`src/rtl/tracker_pkg.sv`:
```
// Shared definitions for the cursor position tracker: FSM encoding and
// command-word field positions.
package tracker_pkg;

    typedef enum logic [1:0] {
        StIdle    = 2'd0,
        StLatch   = 2'd1,
        StEval    = 2'd2,
        StWaitRel = 2'd3
    } state_e;

    localparam int unsigned AXIS_BIT = 0;
    localparam int unsigned OP_BIT   = 1;
    localparam int unsigned STEP_MSB = 3;
    localparam int unsigned STEP_LSB = 2;

endpackage

```
`src/rtl/btn_debounce.sv`:
```
// Two-flop synchronizer followed by a hold-time debouncer; the output only
// follows the synchronized button after it holds a new level long enough.
module btn_debounce #(
    parameter int unsigned DEBOUNCE_CYCLES = 16
) (
    input  logic clk_i,
    input  logic rst_i,
    input  logic btn_i,
    output logic btn_db_o
);

    localparam int unsigned CntW = $clog2(DEBOUNCE_CYCLES + 1);
    localparam logic [CntW-1:0] LastCnt = CntW'(DEBOUNCE_CYCLES - 1);

    logic            sync1_q, btn_s_q;
    logic            db_q, db_d;
    logic [CntW-1:0] cnt_q, cnt_d;

    always_comb begin
        db_d  = db_q;
        cnt_d = '0;
        if (btn_s_q != db_q) begin
            // The edge that completes the hold period toggles the output.
            if (cnt_q == LastCnt) begin
                db_d = ~db_q;
            end else begin
                cnt_d = cnt_q + 1'b1;
            end
        end
    end

    always_ff @(posedge clk_i or posedge rst_i) begin
        if (rst_i) begin
            sync1_q <= 1'b0;
            btn_s_q <= 1'b0;
            db_q    <= 1'b0;
            cnt_q   <= '0;
        end else begin
            sync1_q <= btn_i;
            btn_s_q <= sync1_q;
            db_q    <= db_d;
            cnt_q   <= cnt_d;
        end
    end

    assign btn_db_o = db_q;

endmodule

```
`src/rtl/position_tracker.sv`:
```
// Cursor position tracker: latches a command on each debounced press and
// commits the external adder's result one cycle later, rejecting overflow.
module position_tracker
    import tracker_pkg::*;
#(
    parameter int unsigned DEBOUNCE_CYCLES = 16,
    parameter logic [3:0]  X_INIT          = 4'd8,
    parameter logic [3:0]  Y_INIT          = 4'd8
) (
    input  logic       clk,
    input  logic       rst,
    input  logic       btn,
    input  logic [3:0] num,
    input  logic [4:0] sum_x,
    input  logic [4:0] sum_y,
    output logic [3:0] x,
    output logic [3:0] y,
    output logic [3:0] num_q,
    output logic       busy,
    output logic       err,
    output logic [7:0] move_cnt,
    output logic [7:0] rej_cnt
);

    state_e     state_q, state_d;
    logic       btn_db, db_prev_q;
    logic [3:0] x_q, x_d, y_q, y_d, cmd_q, cmd_d;
    logic       err_q, err_d;
    logic [7:0] mv_q, mv_d, rj_q, rj_d;
    logic [4:0] s;
    logic [1:0] step;

    btn_debounce #(
        .DEBOUNCE_CYCLES(DEBOUNCE_CYCLES)
    ) u_debounce (
        .clk_i   (clk),
        .rst_i   (rst),
        .btn_i   (btn),
        .btn_db_o(btn_db)
    );

    always_ff @(posedge clk or posedge rst) begin
        if (rst) begin
            state_q <= StIdle;
        end else begin
            state_q <= state_d;
        end
    end

    always_comb begin
        state_d = state_q;
        unique case (state_q)
            StIdle:    if (btn_db && !db_prev_q) state_d = StLatch;
            StLatch:   state_d = StEval;
            StEval:    state_d = StWaitRel;
            StWaitRel: if (!btn_db) state_d = StIdle;
            default:   state_d = StIdle;
        endcase
    end

    always_comb begin
        busy = (state_q != StIdle);
    end

    always_comb begin
        s     = cmd_q[AXIS_BIT] ? sum_x : sum_y;
        step  = cmd_q[STEP_MSB:STEP_LSB];
        x_d   = x_q;
        y_d   = y_q;
        cmd_d = cmd_q;
        err_d = err_q;
        mv_d  = mv_q;
        rj_d  = rj_q;
        if (state_q == StLatch) begin
            cmd_d = num;
        end
        // A zero step is a pure no-op: counters and err are left alone.
        if (state_q == StEval && step != 2'd0) begin
            if (!s[4]) begin
                if (cmd_q[AXIS_BIT]) x_d = s[3:0];
                else                 y_d = s[3:0];
                if (mv_q != 8'hFF) mv_d = mv_q + 8'd1;
                err_d = 1'b0;
            end else begin
                if (rj_q != 8'hFF) rj_d = rj_q + 8'd1;
                err_d = 1'b1;
            end
        end
    end

    always_ff @(posedge clk or posedge rst) begin
        if (rst) begin
            db_prev_q <= 1'b0;
            x_q       <= X_INIT;
            y_q       <= Y_INIT;
            cmd_q     <= 4'd0;
            err_q     <= 1'b0;
            mv_q      <= 8'd0;
            rj_q      <= 8'd0;
        end else begin
            db_prev_q <= btn_db;
            x_q       <= x_d;
            y_q       <= y_d;
            cmd_q     <= cmd_d;
            err_q     <= err_d;
            mv_q      <= mv_d;
            rj_q      <= rj_d;
        end
    end

    assign x        = x_q;
    assign y        = y_q;
    assign num_q    = cmd_q;
    assign err      = err_q;
    assign move_cnt = mv_q;
    assign rej_cnt  = rj_q;

endmodule

```
`config.mk`:
```
export PLATFORM = sky130hd
export DESIGN_NAME = position_tracker
export DESIGN_NICKNAME = d
export VERILOG_FILES = /design/src/rtl/tracker_pkg.sv /design/src/rtl/btn_debounce.sv /design/src/rtl/position_tracker.sv
export SDC_FILE = /design/constraint.sdc
export NUM_CORES = 1
export LEC_CHECK = 0
export BUFFER_PORTS_ARGS = -buffer_cell sky130_fd_sc_hd__buf_4
export CAP_MARGIN = 20
export CORE_UTILIZATION = 40
export DETAILED_ROUTE_END_ITERATION = 16
export HOLD_SLACK_MARGIN = 0.02
export PLACE_DENSITY = 0.68
export SYNTH_ARGS = -nofsm -noshare
export SYNTH_HDL_FRONTEND = slang
export SYNTH_HIERARCHICAL = 1
export SYNTH_SLANG_ARGS = --single-unit
```
`constraint.sdc`:
```
create_clock -name clk -period 2 [get_ports clk]
set_input_delay 0.3 -clock clk [delete_from_list [all_inputs] [get_ports clk]]
set_output_delay 0.3 -clock clk [all_outputs]
set_load 0.01 [all_outputs]
```
Word-level counts from Yosys, hierarchy flattened:

Index checks and enable logic that the tools add are counted.

* register bits: 40
* word-level logic and storage cells: 46
* input port bits: 17
* output and inout bits: 30

* mux-type cells: 7
* equality and inequality tests: 9
* add/sub/neg operators: 3
* reductions and logical operators: 12
* bitwise logic cells: 3

Operator list (number)
* $add A8 B1 Y8 const B: 2
* $ne A8 B8 Y1 const B: 2
* $mux W5: 3
* $reduce_and A3 Y1: 4
* $pmux W2 S4: 1
* $add A5 B1 Y5 const B: 1
* $eq A5 B4 Y1 const B: 1
* $eq A2 B2 Y1 const B: 2
* $mux W2: 2
* $ne A2 B2 Y1 const B: 2
* $reduce_and A2 Y1: 2
* $reduce_bool A2 Y1: 2
* $not A1 Y1: 3
* $eq A2 B1 Y1 const B: 1
* $logic_and A1 B1 Y1: 2
* $logic_not A2 Y1: 1
* $logic_not A1 Y1: 1
* $mux W1: 1
* $ne A1 B1 Y1: 1

Depth between registers and ports, before layout:

Gate-level depths: netlist of the first run.

* depth in word-level cells: 4
* mapped depth: 6
* depth with buffers taken out: 6

By module:

The synthesis of the first run kept the hierarchy.

By module, submodules not included
* position_tracker: area an instance 1506.4 um2, seq. area each 803.3 um2, cells each 123, times used 1
* btn_debounce: area an instance 307.8 um2, seq. area each 200.2 um2, cells each 24, times used 1

Worst setup path before layout of the first run:

No wires, ideal clock.

* kind: register -> register
* start: reg state_q[0]
* end: reg x_q[0], in the netlist x[0]
* data required time: 1.875 ns
* period minus slack after synthesis: 1.711 ns
* arrival time: 1.586 ns
* stages on the path, launching flop included: 6
* buffers on the path: 0
* library setup time: 0.125 ns
* path slack: 0.289 ns
* cells stage by stage: dfrtp_1 > inv_1 > ha_1 > o21ai_2 > nor3b_1 > mux2_2

* cells in the longest elaborated chain, start to end: 3

RTL lines
* start: declaration: line position_tracker.sv:25 `state_e state_q, state_d;`
* start signal: assignment: line position_tracker.sv:44 `state_q <= StIdle;`
* start signal: assignment: line position_tracker.sv:46 `state_q <= state_d;`
* $eq A2 B2 Y1: line position_tracker.sv:78 `if (state_q == StEval && step != 2'd0) begin`
* $logic_and A1 B1 Y1: line position_tracker.sv:78
* $reduce_and A3 Y1 (no line)
* end signal: assignment: line position_tracker.sv:94 `x_q <= X_INIT;`
* end signal: assignment: line position_tracker.sv:102 `x_q <= x_d;`
* end: declaration: line position_tracker.sv:27 `logic [3:0] x_q, x_d, y_q, y_d, cmd_q, cmd_d;`

Every way passes these cells.
A chain may end at the register's enable or synchronous reset.

Final worst setup path of the first run:

* start: reg state_q[0]
* end: reg y_q[0], in the netlist y[0]

* cells in the longest elaborated chain, start to end: 3

RTL lines
* $eq A2 B2 Y1: line position_tracker.sv:78
* $logic_and A1 B1 Y1: line position_tracker.sv:78
* $reduce_and A3 Y1 (no line)
* end signal: assignment: line position_tracker.sv:103 `y_q <= y_d;`
* end: declaration: line position_tracker.sv:27

Every way passes these cells.

==> impl_metrics.ini, run 1 <==
[status]
status = finished clean

[final_layout]
final_cell_mix = buf_4 (48), dfrtp_1 (38), mux2_2 (16), inv_1 (10), ha_1 (8)
layout_commonest_cell = buf_4
drive_gt1_share_pct = 38.73
fin_area_mm2 = 0.002331
area_growth_syn_to_layout_pct = 28.48
antenna_cells = 0
nets = 228

[synthesis]
ys_seq_area_share_pct = 55.31
synth_area_per_cell_um2 = 12.34
syn_nets = 172
yosysTopAreaCellShare_pct = 52.41
yosysWarningCount = 6
ys_ff_latch = 40
postSynthCellCount = 147
synthTopCellsByArea = dfrtp_1 (52%), mux2_2 (9.9%), ha_1 (5.5%), dfstp_2 (2.9%), inv_1 (2.1%)
yosysTopAreaCell = dfrtp_1
synth_cell_types = 36
syn_area_mm2 = 0.001814

[power]
vdd.ir_drop.worst_v = 0.0007869
total_power_uw = 2949
leakagePower_uw = 0.001150
powerDensity_mw_per_mm2 = 1265

[detailed_routing]
wl_met2_um = 1661
num_vias = 1288
met1_length_um = 1410
wirelength_um = 3315
drc = 0
drt_iter0_drc = 49
dr.pass1.iters = 4
avgViaCountPerCell = 5.031
top_layer_used = met4
wl_met3_um = 196
ant_nets = 0
wl_per_cell_um = 12.95

[placed_design]
place.gp.congestion = 0.7358
port_buffers = 46
hpwl_um = 2548
placed_area_mm2 = 0.002240

[timing]
hold_viol = 0
fin_setup_tns_ns = 0
maxSlewHeadroom_pct = 64.56
finalCriticalPeriod_ns = 1.756
max_slew.worst_pin.slew_ns = 0.5316
setup_viol = 0
drv_slew = 0
rsz0062_at_grt = no
fmax_mhz = 569.3
finalCritPeriodShare_pct = 87.82
clock_skew_ns = 0.009326
fin_hold_ws_ns = 0.1158

[setup_path]
start_kind = register
endpoint_kind = register
crit_required_ns = 2.17
crit_slowest_cell = or3_1
critPathBufInv = 1
crit_type = register to register
path_max_fanout = 8
worstPathCellList = inv_1, ha_1, o21ai_2, or3_1, mux2_2
cp.arrival_ns = 1.93
crit_family = simple AND/OR/NAND/NOR gates
cp_slowest_stage_delay_ns = 0.44

[global_route]
grt_pass1_wl_um = 5706
grt_pass1_vias = 1301
grt_max_degree = 33
grt_use_total_pct = 15.08
grt-ovfl-total = 0
grt_antenna_before_repair = 0

[cts]
cts_setup_buffers = 0
clockBufferDepth = 2
cts.sinks = 40
cts_buffers = 5
cts_htree_levels = 2
clk_pin_slew_ns = 0.07
cts_tree = yes
cts_resized = 0
cts_root_buffer = clkbuf_8
clk-insertion-delay-late_ns = 0.29

[floorplanning]
chipWidth_um = 69.35
core_area_mm2 = 0.004354
ios = 47
initial_core_util_pct = 41.67
dieArea_mm2 = 0.004809
fp-row-count = 24
die_y_um = 69.35

[worst_hold_path]
hold_class = input pin to register

[job]
maxCapViolations = 0
==> area by class of cell <==
cell class              count  area [um2]
fillers                   365        2023
flip-flops and latches     40        1003
multi-input cells          97       773.2
repair buffers             49       370.4
clock buffers               7       76.32
well taps                  52       65.06
inverters                  10       37.54
clock inverters             1       5.005
==> flip-flops by register name (all words and copies together) (netlist names), 2 cells and up <==
register          count
u_debounce/cnt_q      5
rej_cnt               8
move_cnt              8
y                     4
x                     4
state_q               2
num_q                 4
==> logic make-up after synthesis <==
group / after synthesis / synth area share [%]
buffers and inverters: 10 / 2.069
xor gates and xnor gates: 8 / 3.862
and+or+nand+nor: 38 / 12.41
AOI/OAI and AO/OA: 21 / 7.172
DFF: 40 / 55.31
adders and majority gates: 8 / 5.517
muxes: 22 / 13.65
==> final timing paths <==
path | from | endpoint | slack (ns) | cells after the start
max | state_q[0]$_DFFE_PP0P_ | y[0]$_DFFE_PP0P_ | 0.24 | 5
min | btn | u_debounce/sync1_q$_DFF_PP0_ | 0.12 | 1
max reg2reg | state_q[0]$_DFFE_PP0P_ | y[0]$_DFFE_PP0P_ | 0.24 | 5
min reg2reg | u_debounce/sync1_q$_DFF_PP0_ | u_debounce/btn_s_q$_DFF_PP0_ | 0.36 | 0
max in group asynchronous | rst | x[3]$_DFFE_PP1P_ | 1.02 | 4
min in group asynchronous | rst | u_debounce/cnt_q[0]$_DFF_PP0_ | 0.51 | 3
==> repair_timing <==
item,4_1_cts,5_1_grt
hold buffers,1,0
endpoints found under the setup margin,0,0
endpoints found under the hold margin,8,0
==> Yosys cell counts <==
cell type,count
a21oi_1,5
nor3_1,1
mux2_2,16
o211ai_1,2
o2111ai_1,1
nor2_1,7
nand4_1,3
dfstp_2,2
nor3b_1,1
o21ai_2,1
and4_1,1
a22oi_1,1
nand2b_1,2
a31oi_1,2
and2_1,2
mux2_1,2
mux2i_1,3
nor3_4,1
nand3_2,1
o21ai_1,2
xor2_1,4
nor3_2,1
nand2_1,5
nor2_4,1
or3_1,1
o21a_1,2
nor2_2,1
inv_1,10
a21boi_0,1
nand3_1,6
xnor2_1,4
o21ai_0,4
and3_1,4
mux2_4,1
ha_1,8
dfrtp_1,38
==> worst register-to-register path, delay by kind of cell (launching register included) <==
family | cells | cell delay (ns)
simple gates | 1 | 0.44
flops | 1 | 0.41
fa+ha+maj | 1 | 0.20
compound gates | 1 | 0.17
buf+inv | 1 | 0.12
mux | 1 | 0.31
==> metrics by stage <==
step / std cells / util (%) / setup WS [ns]
finish: 256 / 53.53 / 0.2436
global route: 256 / 53.53 / 0.1310
CTS: 256 / 53.53 / 0.2184
detailed placement: 247 / 51.44 / 0.2254
global placement: 247 / 51.44 / 0.3558
floorplan: 147 / - / 0.2888
==> metal layers <==
metal | vias to the layer above | track usage, %
met4 | 0 | 6.349
met1 | 617 | 17.64
met5 | - | 0
met3 | 7 | 5.233
li1 | 629 | -
met2 | 35 | 25.13
==> report_power, final <==
part / switching (uW) / internal [uW]
Combinational: 518 / 620
Clock: 261 / 245
Sequential: 235 / 1070
Total: 1010 / 1930
Power figures use the tool's default switching activity.
==> inputs of run 2 (changes only) <==
==> constraint.sdc (replaced) <==
create_clock -name clk -period 1.7 [get_ports clk]
set_input_delay 0.255 -clock clk [delete_from_list [all_inputs] [get_ports clk]]
set_output_delay 0.255 -clock clk [all_outputs]
set_load 0.01 [all_outputs]
==> impl_metrics.ini, run 2 (synthesis gave the netlist of run 1 again) <==
[final_layout]
fillCellCount = 356
antenna_cells = 0
final_cell_mix = buf_4 (57), dfrtp_1 (38), mux2_2 (16), inv_1 (9)
nets = 238
instances_no_fill = 266
area_growth_syn_to_layout_pct = 38.97
multiInputGateArea_um2 = 798.3
regArea_mm2 = 0.001003
layout_commonest_cell = buf_4
drive_gt1_share_pct = 44.86

[timing]
hold_viol = 0
finalCritPeriodShare_pct = 96.09
fin_hold_ws_ns = 0.06857
maxSlewHeadroom_pct = 68.05
drv_slew = 0
finalCriticalPeriod_ns = 1.634
setup_viol = 0
setup_ws_ns = 0.06648
fmax_mhz = 612.2
max_slew.worst_pin.slew_ns = 0.4787
clock_skew_ns = 0.006919

[global_route]
grt_max_degree = 23
grt_antenna_before_repair = 0
grt_pass1_wl_um = 6410
grt_use_total_pct = 16.75
grt-ovfl-total = 0
grt_pass1_vias = 1428

[cts]
clk_pin_slew_ns = 0.08
cts_root_buffer = clkbuf_8
clk-insertion-delay-late_ns = 0.29
cts_tree = yes
cts_buffers = 5
clockBufferDepth = 2
cts_htree_levels = 2
cts.sinks = 40

[setup_path]
endpoint_kind = register
crit_path_end = move_cnt[4]$_DFFE_PP0P_
crit_required_ns = 1.88
reg2reg_depth = 6
crit_type = register to register
cp.arrival_ns = 1.81
worstPathCellList = inv_2, ha_2, o21ai_4, nor2_4, and4_1, mux2_2
crit_slowest_cell = dfrtp_1
start_kind = register
crit_path_start = state_q[0]$_DFFE_PP0P_
cp_slowest_stage_delay_ns = 0.41
path_max_fanout = 8
r2r_start = state_q[0]$_DFFE_PP0P_
timing.rr.end = move_cnt[4]$_DFFE_PP0P_
reg2reg_setup_slack_ns = 0.07

[floorplanning]
dieArea_mm2 = 0.004809
fp-row-count = 24
die_y_um = 69.35
core_area_mm2 = 0.004354
ios = 47
initial_core_util_pct = 41.67
chipWidth_um = 69.35

[detailed_routing]
wl_per_cell_um = 13.91
avgViaCountPerCell = 5.083
drc = 0
wirelength_um = 3701
ant_nets = 0
drt_iter0_drc = 93
num_vias = 1352
dr.pass1.iters = 4

[placed_design]
port_buffers = 46
dp_slack_ns = 0.008960
hpwl_um = 2786
dp_cells = 251
place.gp.congestion = 0.8099

[power]
powerDensity_mw_per_mm2 = 1651
leakagePower_uw = 0.001241
vdd.ir_drop.worst_v = 0.0008271

[worst_hold_path]
hold_class = input pin to register

[job]
maxCapViolations = 0

[status]
status = finished clean
## run 2: metrics by stage
stage	total power [uW]	util (%)	cell area (um2)	TNS (ns)
2_1_floorplan	2281	-	1819	0
3_3_place_gp	2930	52.53	2287	0
3_5_place_dp	3013	52.53	2287	0
4_1_cts	4100	56.52	2461	0
5_1_grt	4429	57.90	2521	-0.01099
6_report	4162	57.90	2521	0
## run 2: worst min path at each step
stage,startpoint,to,slack [ns],cells after the start
floorplan,rst,u_debounce/btn_db_o$_DFFE_PP0P_,0.07,1
global placement,rst,u_debounce/cnt_q[3]$_DFF_PP0_,0.22,2
detailed placement,rst,u_debounce/cnt_q[3]$_DFF_PP0_,0.23,2
CTS,btn,u_debounce/sync1_q$_DFF_PP0_,0.06,1
global route,btn,u_debounce/sync1_q$_DFF_PP0_,0.05,1
finish,btn,u_debounce/sync1_q$_DFF_PP0_,0.07,1
## run 2: final cells by class
type	instances	share of cell area, %
flip-flops and latches	40	39.80
multi-input cells	97	31.66
repair buffers	59	18.16
clock inverters	3	3.573
clock buffers	5	2.730
well taps	52	2.581
inverters	10	1.489
## run 2: critical path: cells and delay by family, from the launching register on
kind	cells	cell delay, ns
multiplexers	1	0.33
AO/OA/AOI/OAI	1	0.12
buffers and inverters	1	0.07
AND/OR/NAND/NOR	2	0.40
flip-flops	1	0.41
adder cells (fa/ha/maj)	1	0.20
## run 2: per-layer routing
layer,vias to the layer above,routed length (um),GRT usage (%)
met5,-,0,0
met4,0,34,6.122
met3,4,161,4.360
met2,29,2048,29.67
met1,671,1456,19.37
li1,648,-,-
## run 2: repair_timing
item	CTS	global route
hold endpoints to repair	16	0
setup buffers	0	6
endpoints found under the setup margin	2	15
resized for setup	1	4
hold buffers	1	0
pin swaps	0	2
## run 2: where the power goes
| part | total [uW] | internal [uW] | switching [uW] |
|---|---|---|---|
| clock | 1070 | 734 | 337 |
| sequential | 1510 | 1260 | 257 |
| combinational | 1580 | 863 | 713 |
